[src/rtl/spi_reg_pkg.sv]
`default_nettype none
// ============================================================================
//  Module      : spi_reg_pkg
//  Description : Shared constants and types for the SPI register link.
//                Frame layout (MSB first): R/W bit, ADDR_W address bits,
//                DATA_W data bits. Also used by spi_master.
//  Revision    : 1.0 - initial release
// ============================================================================
package spi_reg_pkg;

    localparam int ADDR_W  = 15;
    localparam int DATA_W  = 16;
    localparam int FRAME_W = 1 + ADDR_W + DATA_W;

    // Bit counter width; must hold the value FRAME_W.
    localparam int CNT_W   = 6;

    // Value of the frame's leading R/W bit.
    localparam logic CMD_WRITE = 1'b0;
    localparam logic CMD_READ  = 1'b1;

    typedef enum logic [1:0] {
        ST_IDLE = 2'd0,
        ST_CMD  = 2'd1,
        ST_DATA = 2'd2,
        ST_DONE = 2'd3
    } spi_state_t;

endpackage
`default_nettype wire

[src/rtl/spi_sync_edge.sv]
`default_nettype none
// ============================================================================
//  Module      : spi_sync_edge
//  Description : SYNC_STAGES-deep synchronizer for an asynchronous pin with
//                registered single-cycle rise/fall pulses. A pin edge shows
//                up as a pulse SYNC_STAGES+1 clk later.
//  Ports       : clk, rst       - system clock, synchronous active-high reset
//                din            - asynchronous input pin
//                rise, fall     - one-clk edge pulses (registered)
//  Revision    : 1.0 - initial release
// ============================================================================
module spi_sync_edge #(
    parameter int   SYNC_STAGES = 2,
    parameter logic RESET_VAL   = 1'b0
) (
    input  logic clk,
    input  logic rst,
    input  logic din,
    output logic rise,
    output logic fall
);

    // Stages [SYNC_STAGES-1:0] are the synchronizer; the extra top stage is
    // the previous synchronized value used for edge detection.
    logic [SYNC_STAGES:0] r_sh;

    always_ff @(posedge clk) begin
        if (rst) begin
            // Reset to the pin's idle level so no edge is seen at reset exit
            // while the pin sits idle.
            r_sh <= {(SYNC_STAGES + 1){RESET_VAL}};
            rise <= 1'b0;
            fall <= 1'b0;
        end else begin
            r_sh <= {r_sh[SYNC_STAGES-1:0], din};
            rise <=  r_sh[SYNC_STAGES-1] & ~r_sh[SYNC_STAGES];
            fall <= ~r_sh[SYNC_STAGES-1] &  r_sh[SYNC_STAGES];
        end
    end

endmodule
`default_nettype wire

[src/rtl/spi_slave.sv]
`default_nettype none
// ============================================================================
//  Module      : spi_slave
//  Description : Mode-0 SPI slave terminating the register link. SCLK, MOSI
//                and SS are oversampled by clk. 32-bit frames are decoded
//                into one-clk register write/read strobes; read data is
//                returned on MISO during the second half of the same frame.
//  Ports       : clk, rst            - system clock, sync active-high reset
//                SCLK, MOSI, SS      - SPI pins from the master (SS active low)
//                MISO                - read data out, 0 when not driving
//                wr_en/wr_addr/wr_data - write strobe and payload
//                rd_en/rd_addr       - read strobe and address
//                rd_data             - register data, valid 1 clk after rd_en
//                frame_err           - pulse on a truncated frame
//                busy                - frame in progress
//  Revision    : 1.0 - initial release
// ============================================================================
module spi_slave
    import spi_reg_pkg::*;
#(
    parameter int ADDR_W      = spi_reg_pkg::ADDR_W,
    parameter int DATA_W      = spi_reg_pkg::DATA_W,
    parameter int SYNC_STAGES = 2
) (
    input  logic              clk,
    input  logic              rst,
    input  logic              SCLK,
    input  logic              MOSI,
    input  logic              SS,
    output logic              MISO,
    output logic              wr_en,
    output logic [ADDR_W-1:0] wr_addr,
    output logic [DATA_W-1:0] wr_data,
    output logic              rd_en,
    output logic [ADDR_W-1:0] rd_addr,
    input  logic [DATA_W-1:0] rd_data,
    output logic              frame_err,
    output logic              busy
);

    localparam int               c_frame_w   = 1 + ADDR_W + DATA_W;
    localparam logic [CNT_W-1:0] c_cmd_bits  = CNT_W'(1 + ADDR_W);
    localparam logic [CNT_W-1:0] c_frame_cnt = CNT_W'(c_frame_w);

    // ------------------------------------------------------------------
    // Pin synchronization
    // ------------------------------------------------------------------
    logic w_sclk_rise, w_sclk_fall;
    logic w_ss_rise,   w_ss_fall;

    spi_sync_edge #(
        .SYNC_STAGES (SYNC_STAGES),
        .RESET_VAL   (1'b0)
    ) u_sclk_sync (
        .clk  (clk),
        .rst  (rst),
        .din  (SCLK),
        .rise (w_sclk_rise),
        .fall (w_sclk_fall)
    );

    spi_sync_edge #(
        .SYNC_STAGES (SYNC_STAGES),
        .RESET_VAL   (1'b1)
    ) u_ss_sync (
        .clk  (clk),
        .rst  (rst),
        .din  (SS),
        .rise (w_ss_rise),
        .fall (w_ss_fall)
    );

    // MOSI needs no edge detect. Its synchronized value lags the pin by
    // SYNC_STAGES clk, one less than the SCLK edge pulse, and the master
    // holds it stable across the whole SCLK high phase.
    logic [SYNC_STAGES-1:0] r_mosi_sync;
    logic                   w_mosi;

    always_ff @(posedge clk) begin
        if (rst) begin
            r_mosi_sync <= '0;
        end else begin
            r_mosi_sync <= SYNC_STAGES'({r_mosi_sync, MOSI});
        end
    end

    assign w_mosi = r_mosi_sync[SYNC_STAGES-1];

    // ------------------------------------------------------------------
    // Frame state
    // ------------------------------------------------------------------
    spi_state_t             r_state;
    logic [CNT_W-1:0]       r_cnt;
    logic [c_frame_w-2:0]   r_shift;     // bits received so far (oldest bit dropped)
    logic [DATA_W-1:0]      r_miso_sr;
    logic                   r_is_read;
    logic                   r_rd_cap;    // rd_data is valid this cycle

    logic [c_frame_w-1:0]   w_shift_next;
    logic [CNT_W-1:0]       w_cnt_next;

    // Frame as it stands after accepting the current MOSI bit.
    assign w_shift_next = {r_shift, w_mosi};
    assign w_cnt_next   = (r_cnt == c_frame_cnt) ? r_cnt : r_cnt + 1'b1;

    always_ff @(posedge clk) begin
        if (rst) begin
            r_state   <= ST_IDLE;
            r_cnt     <= '0;
            r_shift   <= '0;
            r_miso_sr <= '0;
            r_is_read <= 1'b0;
            r_rd_cap  <= 1'b0;
            MISO      <= 1'b0;
            wr_en     <= 1'b0;
            wr_addr   <= '0;
            wr_data   <= '0;
            rd_en     <= 1'b0;
            rd_addr   <= '0;
            frame_err <= 1'b0;
            busy      <= 1'b0;
        end else begin
            wr_en     <= 1'b0;
            rd_en     <= 1'b0;
            frame_err <= 1'b0;
            r_rd_cap  <= rd_en;

            // SS edges take priority over any SCLK edge in the same cycle.
            if (w_ss_fall) begin
                r_state   <= ST_CMD;
                r_cnt     <= '0;
                r_shift   <= '0;
                r_is_read <= 1'b0;
                MISO      <= 1'b0;
                busy      <= 1'b1;
            end else if (w_ss_rise) begin
                // Truncated frame: some bits seen but fewer than a full frame.
                if (r_state == ST_DATA || (r_state == ST_CMD && r_cnt != '0)) begin
                    frame_err <= 1'b1;
                end
                r_state <= ST_IDLE;
                MISO    <= 1'b0;
                busy    <= 1'b0;
            end else begin
                case (r_state)
                    ST_IDLE: begin
                        MISO <= 1'b0;
                    end

                    ST_CMD: begin
                        if (w_sclk_rise) begin
                            r_shift <= w_shift_next[c_frame_w-2:0];
                            r_cnt   <= w_cnt_next;
                            if (w_cnt_next == c_cmd_bits) begin
                                // R/W bit and address are complete.
                                r_state   <= ST_DATA;
                                r_is_read <= (w_shift_next[ADDR_W] == CMD_READ);
                                if (w_shift_next[ADDR_W] == CMD_READ) begin
                                    rd_en   <= 1'b1;
                                    rd_addr <= w_shift_next[ADDR_W-1:0];
                                end
                            end
                        end
                    end

                    ST_DATA: begin
                        if (w_sclk_rise) begin
                            r_shift <= w_shift_next[c_frame_w-2:0];
                            r_cnt   <= w_cnt_next;
                            if (w_cnt_next == c_frame_cnt) begin
                                r_state <= ST_DONE;
                                MISO    <= 1'b0;
                                if (w_shift_next[c_frame_w-1] == CMD_WRITE) begin
                                    wr_en   <= 1'b1;
                                    wr_addr <= w_shift_next[c_frame_w-2 -: ADDR_W];
                                    wr_data <= w_shift_next[DATA_W-1:0];
                                end
                            end
                        end else if (w_sclk_fall && r_is_read) begin
                            MISO      <= r_miso_sr[DATA_W-1];
                            r_miso_sr <= {r_miso_sr[DATA_W-2:0], 1'b0};
                        end
                    end

                    ST_DONE: begin
                        // Extra clocks of an over-length frame are counted
                        // (saturating) but otherwise ignored.
                        MISO <= 1'b0;
                        if (w_sclk_rise) begin
                            r_cnt <= w_cnt_next;
                        end
                    end

                    default: begin
                        r_state <= ST_IDLE;
                        MISO    <= 1'b0;
                    end
                endcase
            end

            // Load read data; the SCLK timing guarantees this lands before
            // the first falling edge that shifts it out.
            if (r_rd_cap) begin
                r_miso_sr <= rd_data;
            end
        end
    end

endmodule
`default_nettype wire
[config.mk]
export PLATFORM = sky130hd
export DESIGN_NAME = spi_slave
export DESIGN_NICKNAME = d
export VERILOG_FILES = /design/src/rtl/spi_reg_pkg.sv /design/src/rtl/spi_sync_edge.sv /design/src/rtl/spi_slave.sv
export SDC_FILE = /design/constraint.sdc
export NUM_CORES = 1
export LEC_CHECK = 0
export ABC_AREA = 1
export BUFFER_PORTS_ARGS = -buffer_cell sky130_fd_sc_hd__buf_2
export CAP_MARGIN = 25
export CORE_AREA = 3 3 113 115
export CTS_BUF_LIST = sky130_fd_sc_hd__clkbuf_8
export CTS_CLUSTER_SIZE = 30
export DETAILED_ROUTE_END_ITERATION = 6
export DIE_AREA = 0 0 116 118
export GPL_ROUTABILITY_DRIVEN = 0
export PLACE_DENSITY = 0.63
export SLEW_MARGIN = 10
export SYNTH_ARGS = -nofsm -noshare
export SYNTH_HDL_FRONTEND = slang
export SYNTH_SLANG_ARGS = --single-unit
[constraint.sdc]
create_clock -name clk -period 3.7 [get_ports clk]
set_input_delay 1.11 -clock clk [delete_from_list [all_inputs] [get_ports clk]]
set_output_delay 1.11 -clock clk [all_outputs]
set_load 0.01 [all_outputs]
; ---- After elaboration in Yosys (flattened, before gate mapping)
; Index checks and enable logic that the tools add are counted.
[classes]
add_sub_neg = 1
n_mul = 0
div = 0
order_cmp = 0
n_eq_ne = 19
shifts = 0
muxes = 23
bitwise = 16
reduce_logical = 28
[op_table]
columns = cell, count
row1 = $mux 16, 6
row2 = $ne 4x1->1 const B, 4
row3 = $reduce_and 5->1, 3
row4 = $eq 6x6->1 const B, 2
row5 = $not 1->1, 12
row6 = $reduce_and 6->1, 2
row7 = $reduce_or 6->1, 2
row8 = $mux 1, 10
row9 = $reduce_bool 2->1, 5
row10 = $reduce_and 3->1, 3
row11 = $reduce_or 3->1, 3
row12 = $mux 2, 4
row13 = $ne 2x1->1 const B, 4
row14 = $add 6x1->6 const B, 1
row15 = $eq 6x5->1 const B, 1
row16 = $mux 6, 1
row17 = $ne 2x2->1 const B, 3
row18 = $reduce_bool 6->1, 1
row19 = $reduce_or 2->1, 3
row20 = $and 1x1->1, 4
row21 = $eq 2x2->1 const B, 2
row22 = $pmux 2 s2, 1
row23 = $reduce_and 4->1, 1
row24 = $reduce_bool 4->1, 1
row25 = other kinds (7), 8
[totals]
register_bits = 120
latch_bits = 0
ramBits = 0
rom_bits = 0
in_bits = 21
elab_cells = 109
mem_count = 0

; ---- Logic depth before layout (Yosys ltp)
; Gate-level depths: netlist of run 1.
[logic_depth]
depth_word = 8
mapped_depth = 14
mapped_depth_nobuf = 14

; ---- Cells and area by module
; Synthesis of run 1 repeated with hierarchy kept, for this count alone.
[hier_totals]
hier_cells = 589
area_unflattened_um2 = 4893.4
[by_module_without_submodules]
columns = mod, n_inst, cells_each, area_each_um2
row1 = spi_slave, 1, 560, 4614.4
row2 = spi_sync_edge at u_sclk_sync, 1, 15, 140.1
row3 = spi_sync_edge at u_ss_sync, 1, 14, 138.9

; ---- Worst setup path after synthesis of run 1
; Ideal clock, no wire load.
[synth_path]
kind = input to register
start = in rst
end = reg rd_addr[10]
t_arrival_ps = 1926
t_required_ps = 3554
slack_ps = 1627
cell_stages = 3
path_cell_list = clkbuf_1 clkbuf_1 a211oi_2
[synth_rtl]
columns = element, line_no
row1 = from (decl), spi_slave.sv:26  ; input logic rst,
row2 = to (signal assigned), spi_slave.sv:160  ; rd_addr <= w_shift_next[ADDR_W-1:0];
row3 = to (decl), spi_slave.sv:35  ; output logic [ADDR_W-1:0] rd_addr,
; No word-level cell between the ends.

; ---- Final worst setup path of run 1
[layout_path]
start = reg r_cnt[0]
end = reg wr_addr[14]
[layout_via]
elab_chain_cells = 4
[layout_lines]
columns = element, line_no
row1 = from (decl), spi_slave.sv:93  ; logic [CNT_W-1:0] r_cnt;
row2 = from (signal assigned), spi_slave.sv:153  ; r_cnt <= w_cnt_next;
row3 = from (signal assigned), spi_slave.sv:169  ; r_cnt <= w_cnt_next;
row4 = from (signal assigned), spi_slave.sv:190  ; r_cnt <= w_cnt_next;
row5 = $add 6x1->6 or $eq 6x6->1 (tied branches), spi_slave.sv:104  ; assign w_cnt_next = (r_cnt == c_frame_cnt) ? r_cnt : r_cnt + 1'b1;
row6 = $mux 6 *, spi_slave.sv:104
row7 = $eq 6x6->1 *, spi_slave.sv:170  ; if (w_cnt_next == c_frame_cnt) begin
row8 = $reduce_and 6->1 (no line) *, -
row9 = to (signal assigned), spi_slave.sv:175  ; wr_addr <= w_shift_next[c_frame_w-2 -: ADDR_W];
row10 = to (decl), spi_slave.sv:32  ; output logic [ADDR_W-1:0] wr_addr,
; Mark *: on every way between the ends. The rest lies on a longest branch, timed or not.
; A chain may end at the register's enable or synchronous reset.

==> run summary, run 1 <==
Final Core Density - 0.4701
# hold bufs at CTS - 0
Nets - 671
Avg Inst Size Synth - 8.194 sq um
DR DRC count - 0
Mapped Cells - 579
Setup TNS - 0 ns
Num CTS Buffers - 17
Core area - 0.01191 sq mm
Final period utilization - 0.6727
Area Growth Syn to Fin - 18.01%
Total Routing Usage GR - 0.1496
Routed Antenna Nets - 0
Clock transition at path regs - 0.07 ns
Internal - 0.002009 W
Net Sw Power - 0.0005880 W
Setup WS pre-CTS - 1.227 ns
Final instance area - 0.005599 sq mm
Largest net degree at the start of global routing - 63
Main synth FF type - dfxtp_1
Maximum VDD drop - 0.2273 mV
DR vias - 3,799
# rows - 40
EDFF count, synth - 0
Hold WC Path Type - reg2reg
FILL cells - 1,203
Worst path required time - 3.98 ns
Maximum Capacitance Violations - 0
Peak fanout along the critical path - 62
Crit end category - flop
RSZ-0062 raised after global routing - no
Top cells by area, synth - dfxtp_1 51%, inv_1 8.2%, a21oi_1 7.0%
Placed Instance Area - 0.005147 sq mm
Clk_lat worst skew - 0.42 ns
Effective utilization at floorplan - 0.3983
Ratio of cells with drive above 1 in the final layout - 0.2287
Die Y-Extent - 118 microns
Synth async-reset ratio - 0
Hold Vio Cnt, Final - 0
WL per Instance - 12.12 microns
1st-iter DRT viols - 211
Post-synthesis register bit count - 120
Syn Nets - 606
# setup viols final - 0
Synthesized area - 0.004745 sq mm
Most frequent cells in the layout - 120 x dfxtp_1, 105 x inv_1, 71 x buf_2, 66 x a21oi_1, 57 x nand2_1
Sw Ratio - 0.2264
Top cell type's share of synthesized area - 0.5063
Drt pass-1 iters - 4
CTS Buffer Depth - 2
Logic pwr share - 0.052
Initial antenna violation count - 0
HPWL Detailed - 6595 microns
Max Clock Freq - 401.7 MHz
Grt ovf - 0
Leakage - 2.268 nW
Most common cell after layout, fill and taps aside - dfxtp_1
Cell taking the most area after synthesis - dfxtp_1
CTS H-tree lvls - 4
Resize count post-CTS - 0
Critical path class - reg2reg
First-pass GRT wire length - 16,520 microns
CTS tree - yes
Yosys Warn Count - 0
Post-synthesis sequential area ratio - 0.5063
Post-synthesis cell type count - 32
Width of the die - 116 microns
Clock Sinks - 120
DRT Wirelength - 9736 microns
Root buf cell - clkbuf_8
ANT cells - 0
Die ar. - 0.01369 sq mm
Slew Limit Fails - 0
Port bufs - 71
Worst slew margin - 0.3471
Vias in the first global route - 3,580
Max Clock Skew - 0.007738 ns
Worst Tran Pin Value - 0.9757 ns
Clock power frac - 0.438
Postcts setup bufs - 0
Vias/cell - 4.731
Total I/O pin count - 72
PnR worst setup slack - 1.211 ns
Reg power frac - 0.510
WHS - 0.3995 ns
Startpoint Class - flop
PD cells - 463.8 mW/mm^2
Crit path time final - 2.489 ns
Status - complete, no violations
Arrival time at the worst endpoint - 2.77 ns
[layout make-up]
type | instances | area [sq um] | share of cell area
sequential | 120 | 2402 | 0.4290
inverter | 108 | 405.4 | 0.07240
multi-input combinational | 319 | 1763 | 0.3149
clock buffer | 24 | 330.3 | 0.05899
tap | 147 | 183.9 | 0.03285
clock inverter | 7 | 66.31 | 0.01184
timing repair buffer | 78 | 447.9 | 0.08000
[logic make-up after synthesis]
kind of cell,Yosys count,share of synthesized area
fa+ha+maj,6,0.01582
xor+xnor,1,0.001846
compound gates,175,0.2231
simple gates,137,0.1292
flops,120,0.5063
buf+inv,140,0.1237
[cells in the mapped netlist, types with 2 or more instances]
cell      number
dfxtp_1      120
clkbuf_1      17
a21oi_1       66
nor2_2         2
a211oi_2      15
o21ai_0       40
nor3_1         8
a21oi_2        7
nor2_1        33
nand3_1       26
buf_1          3
buf_6          7
nand4_1        4
inv_1        104
nand2_1       57
o21ai_1       25
o21ai_2        5
a31oi_1       14
inv_2          4
ha_1           6
or2_2          2
buf_2          4
[worst paths after layout]
path,slack [ns],end,cells past startpoint,startpoint
max reg2reg,1.21,wr_addr[14],12,r_cnt[0]
min reg2reg,0.40,u_sclk_sync.r_sh[1],2,u_sclk_sync.r_sh[0]
max,1.21,wr_addr[14],12,r_cnt[0]
min,0.40,u_sclk_sync.r_sh[1],2,u_sclk_sync.r_sh[0]
[layer usage]
metal / GRT usage / vias up / part of all wire
met2: 0.2299 / 73 / 0.46
met3: 0.04936 / 17 / 0.037
li1: - / 2016 / -
met1: 0.1910 / 1693 / 0.48
met5: 0 / - / 0
met4: 0.06381 / 0 / 0.023
[sequential cells by signal, indices dropped and copies added (netlist names), 3 cells and up]
signal and cells:
r_shift 31, r_miso_sr 16, wr_data 16, rd_addr 15, wr_addr 15, r_cnt 6, u_sclk_sync.r_sh 3, u_ss_sync.r_sh 3
[critical path: stages (launching register included)]
cell and delay, ns:
dfxtp_1 0.40, inv_1 0.10, ha_1 0.22, nand2_1 0.07, nor2_1 0.05, nand3_1 0.08
nand2_1 0.10, nor2_4 0.14, nand2_2 0.08, inv_2 0.07, nand3_4 0.51, o21ai_0 0.43
a21oi_1 0.06
[power by group through the flow]
stage               Combinational [W]  Sequential (W)  Clock (W)
floorplan                   0.0000947         0.00135          0
global route                 0.000155         0.00133    0.00123
detailed placement           0.000131         0.00135          0
CTS                          0.000133         0.00132    0.00117
global placement             0.000128         0.00135          0
finish                       0.000136         0.00132    0.00114
[per-stage QoR]
step	total power, W	std cells
2_1_floorplan	0.001444	579
3_3_place_gp	0.001480	770
3_5_place_dp	0.001484	770
4_1_cts	0.002628	801
5_1_grt	0.002715	803
6_report	0.002597	803
Note: power is estimated with default switching activity, not from simulation.
==> inputs of run 2 (changes only) <==
--- a/config.mk
+++ b/config.mk
@@ -14,7 +14,7 @@
 export DETAILED_ROUTE_END_ITERATION = 6
 export DIE_AREA = 0 0 116 118
 export GPL_ROUTABILITY_DRIVEN = 0
-export PLACE_DENSITY = 0.63
+export PLACE_DENSITY = 0.65
 export SLEW_MARGIN = 10
 export SYNTH_ARGS = -nofsm -noshare
 export SYNTH_HDL_FRONTEND = slang
==> constraint.sdc (replaced) <==
create_clock -name clk -period 2 [get_ports clk]
set_input_delay 0.6 -clock clk [delete_from_list [all_inputs] [get_ports clk]]
set_output_delay 0.6 -clock clk [all_outputs]
set_load 0.01 [all_outputs]
==> run summary, run 2 (synthesis results as in run 1) <==
Hold Vio Cnt, Final - 0
Routed Antenna Nets - 0
Largest net degree at the start of global routing - 63
Clock Sinks - 120
Effective utilization at floorplan - 0.3983
Worst path required time - 2.31 ns
Drt pass-1 iters - 5
Reg with most FFs - r_shift
Total I/O pin count - 72
CTS H-tree lvls - 4
Grt ovf - 0
First-pass GRT wire length - 16,620 microns
CTS tree - yes
Clock power frac - 0.456
Num CTS Buffers - 17
Worst slew margin - 0.7052
HPWL Detailed - 6734 microns
Register area - 0.002406 sq mm
Net Sw Power - 0.001181 W
1st-iter DRT viols - 226
Arrival time at the worst endpoint - 2.21 ns
Nets - 679
Sw Ratio - 0.2376
ANT cells - 0
Multi-input logic area - 0.001777 sq mm
CTS Buffer Depth - 2
Crit end category - flop
Status - complete, no violations
Maximum Capacitance Violations - 0
Vias in the first global route - 3,658
DR vias - 3,868
Most frequent cells in the layout - 117 x dfxtp_1, 104 x inv_1, 71 x buf_2, 66 x a21oi_1, 57 x nand2_1
Clock transition at path regs - 0.07 ns
PD cells - 864.2 mW/mm^2
R2R Path End - wr_addr[0]
# setup viols final - 0
Worst Tran Pin Value - 0.4417 ns
Initial antenna violation count - 0
Most common cell after layout, fill and taps aside - dfxtp_1
Maximum VDD drop - 0.4691 mV
R2R Setup Slk - 0.1 ns
# rows - 40
Final Core Density - 0.4828
Vias/cell - 4.769
Clk_lat worst skew - 0.43 ns
Reg power frac - 0.493
DR DRC count - 0
Port bufs - 71
Area Growth Syn to Fin - 21.20%
Largest register FFs - 31
Max Clock Freq - 525.2 MHz
Total Routing Usage GR - 0.1491
# hold bufs at CTS - 0
Min-delay src - SS
Final period utilization - 0.9520
Slew Limit Fails - 0
Hold path endpoint - u_ss_sync.r_sh[0]
Internal - 0.003789 W
FF-to-FF path depth - 13
FILL cells - 1,172
Peak fanout along the critical path - 15
DRT Wirelength - 10,230 microns
Max Clock Skew - 0.01411 ns
Core area - 0.01191 sq mm
Startpoint Class - flop
Die ar. - 0.01369 sq mm
Largest registers - r_shift x31, r_miso_sr x16, wr_data x16
Critical path class - reg2reg
Leakage - 2.339 nW
Hold Crit Depth - 2
Hold WC Path Type - in2reg
Reg2reg start - r_cnt[0]
Width of the die - 116 microns
Placed Instance Area - 0.005258 sq mm
Logic pwr share - 0.051
Final instance area - 0.005751 sq mm
Postcts setup bufs - 0
Ratio of cells with drive above 1 in the final layout - 0.2500
WL per Instance - 12.62 microns
Resize count post-CTS - 0
Root buf cell - clkbuf_8
Die Y-Extent - 118 microns
Crit path time final - 1.904 ns
==> run 2: power by group through the flow <==
stage	Combinational, W	Sequential (W)	Clock [W]
after floorplan	0.000175	0.00250	0
after global placement	0.000245	0.00250	0
after detailed placement	0.000255	0.00250	0
after CTS	0.000256	0.00245	0.00231
after global routing	0.000289	0.00245	0.00241
final	0.000253	0.00245	0.00227
==> run 2: metal layers <==
| metal | vias up | track usage | share of wire | wire length (microns) |
|---|---|---|---|---|
| li1 | 2027 | - | - | - |
| met1 | 1759 | 0.1889 | 0.46 | 4703 |
| met2 | 71 | 0.2363 | 0.48 | 4926 |
| met3 | 11 | 0.04370 | 0.040 | 410 |
| met4 | 0 | 0.05946 | 0.019 | 191 |
| met5 | - | 0 | 0 | 0 |
==> run 2: metrics by stage <==
step	total power [W]	TNS (ns)	setup WS, ns	std cells	hold slack, ns
final	0.004969	0	0.09606	811	0.3539
after detailed placement	0.002757	0	0.06655	778	0.3941
after global routing	0.005156	-0.02864	-0.01837	811	0.3351
after CTS	0.005016	0	0.04905	809	0.3288
after floorplan	0.002672	0	0.3054	579	0.3883
after global placement	0.002746	0	0.1604	778	0.3949
==> run 2: critical path, stage by stage, from the launching register on <==
cell       delay (ns)
dfxtp_2          0.37
inv_1            0.08
ha_1             0.22
nand2_1          0.07
nor2_1           0.05
nand3_1          0.07
nand2_1          0.10
nor2_4           0.14
nand2_2          0.08
inv_2            0.07
nand3_4          0.11
clkbuf_16        0.22
o21ai_1          0.15
a21oi_1          0.07
==> run 2: area by class of cell <==
| class | instances | area share |
|---|---|---|
| flip-flops and latches | 120 | 0.4184 |
| multi-input cells | 319 | 0.3090 |
| repair buffers | 86 | 0.09748 |
| inverters | 108 | 0.07050 |
| clock buffers | 18 | 0.04308 |
| well taps | 147 | 0.03198 |
| clock inverters | 13 | 0.02959 |
==> run 2: worst max-delay path by stage <==
stage / start / end
after floorplan: r_cnt[0] / wr_data[7]
after global placement: r_cnt[0] / wr_data[15]
after detailed placement: r_cnt[0] / wr_addr[14]
after CTS: r_cnt[0] / wr_addr[14]
after global routing: r_cnt[0] / wr_addr[0]
final: r_cnt[0] / wr_addr[0]
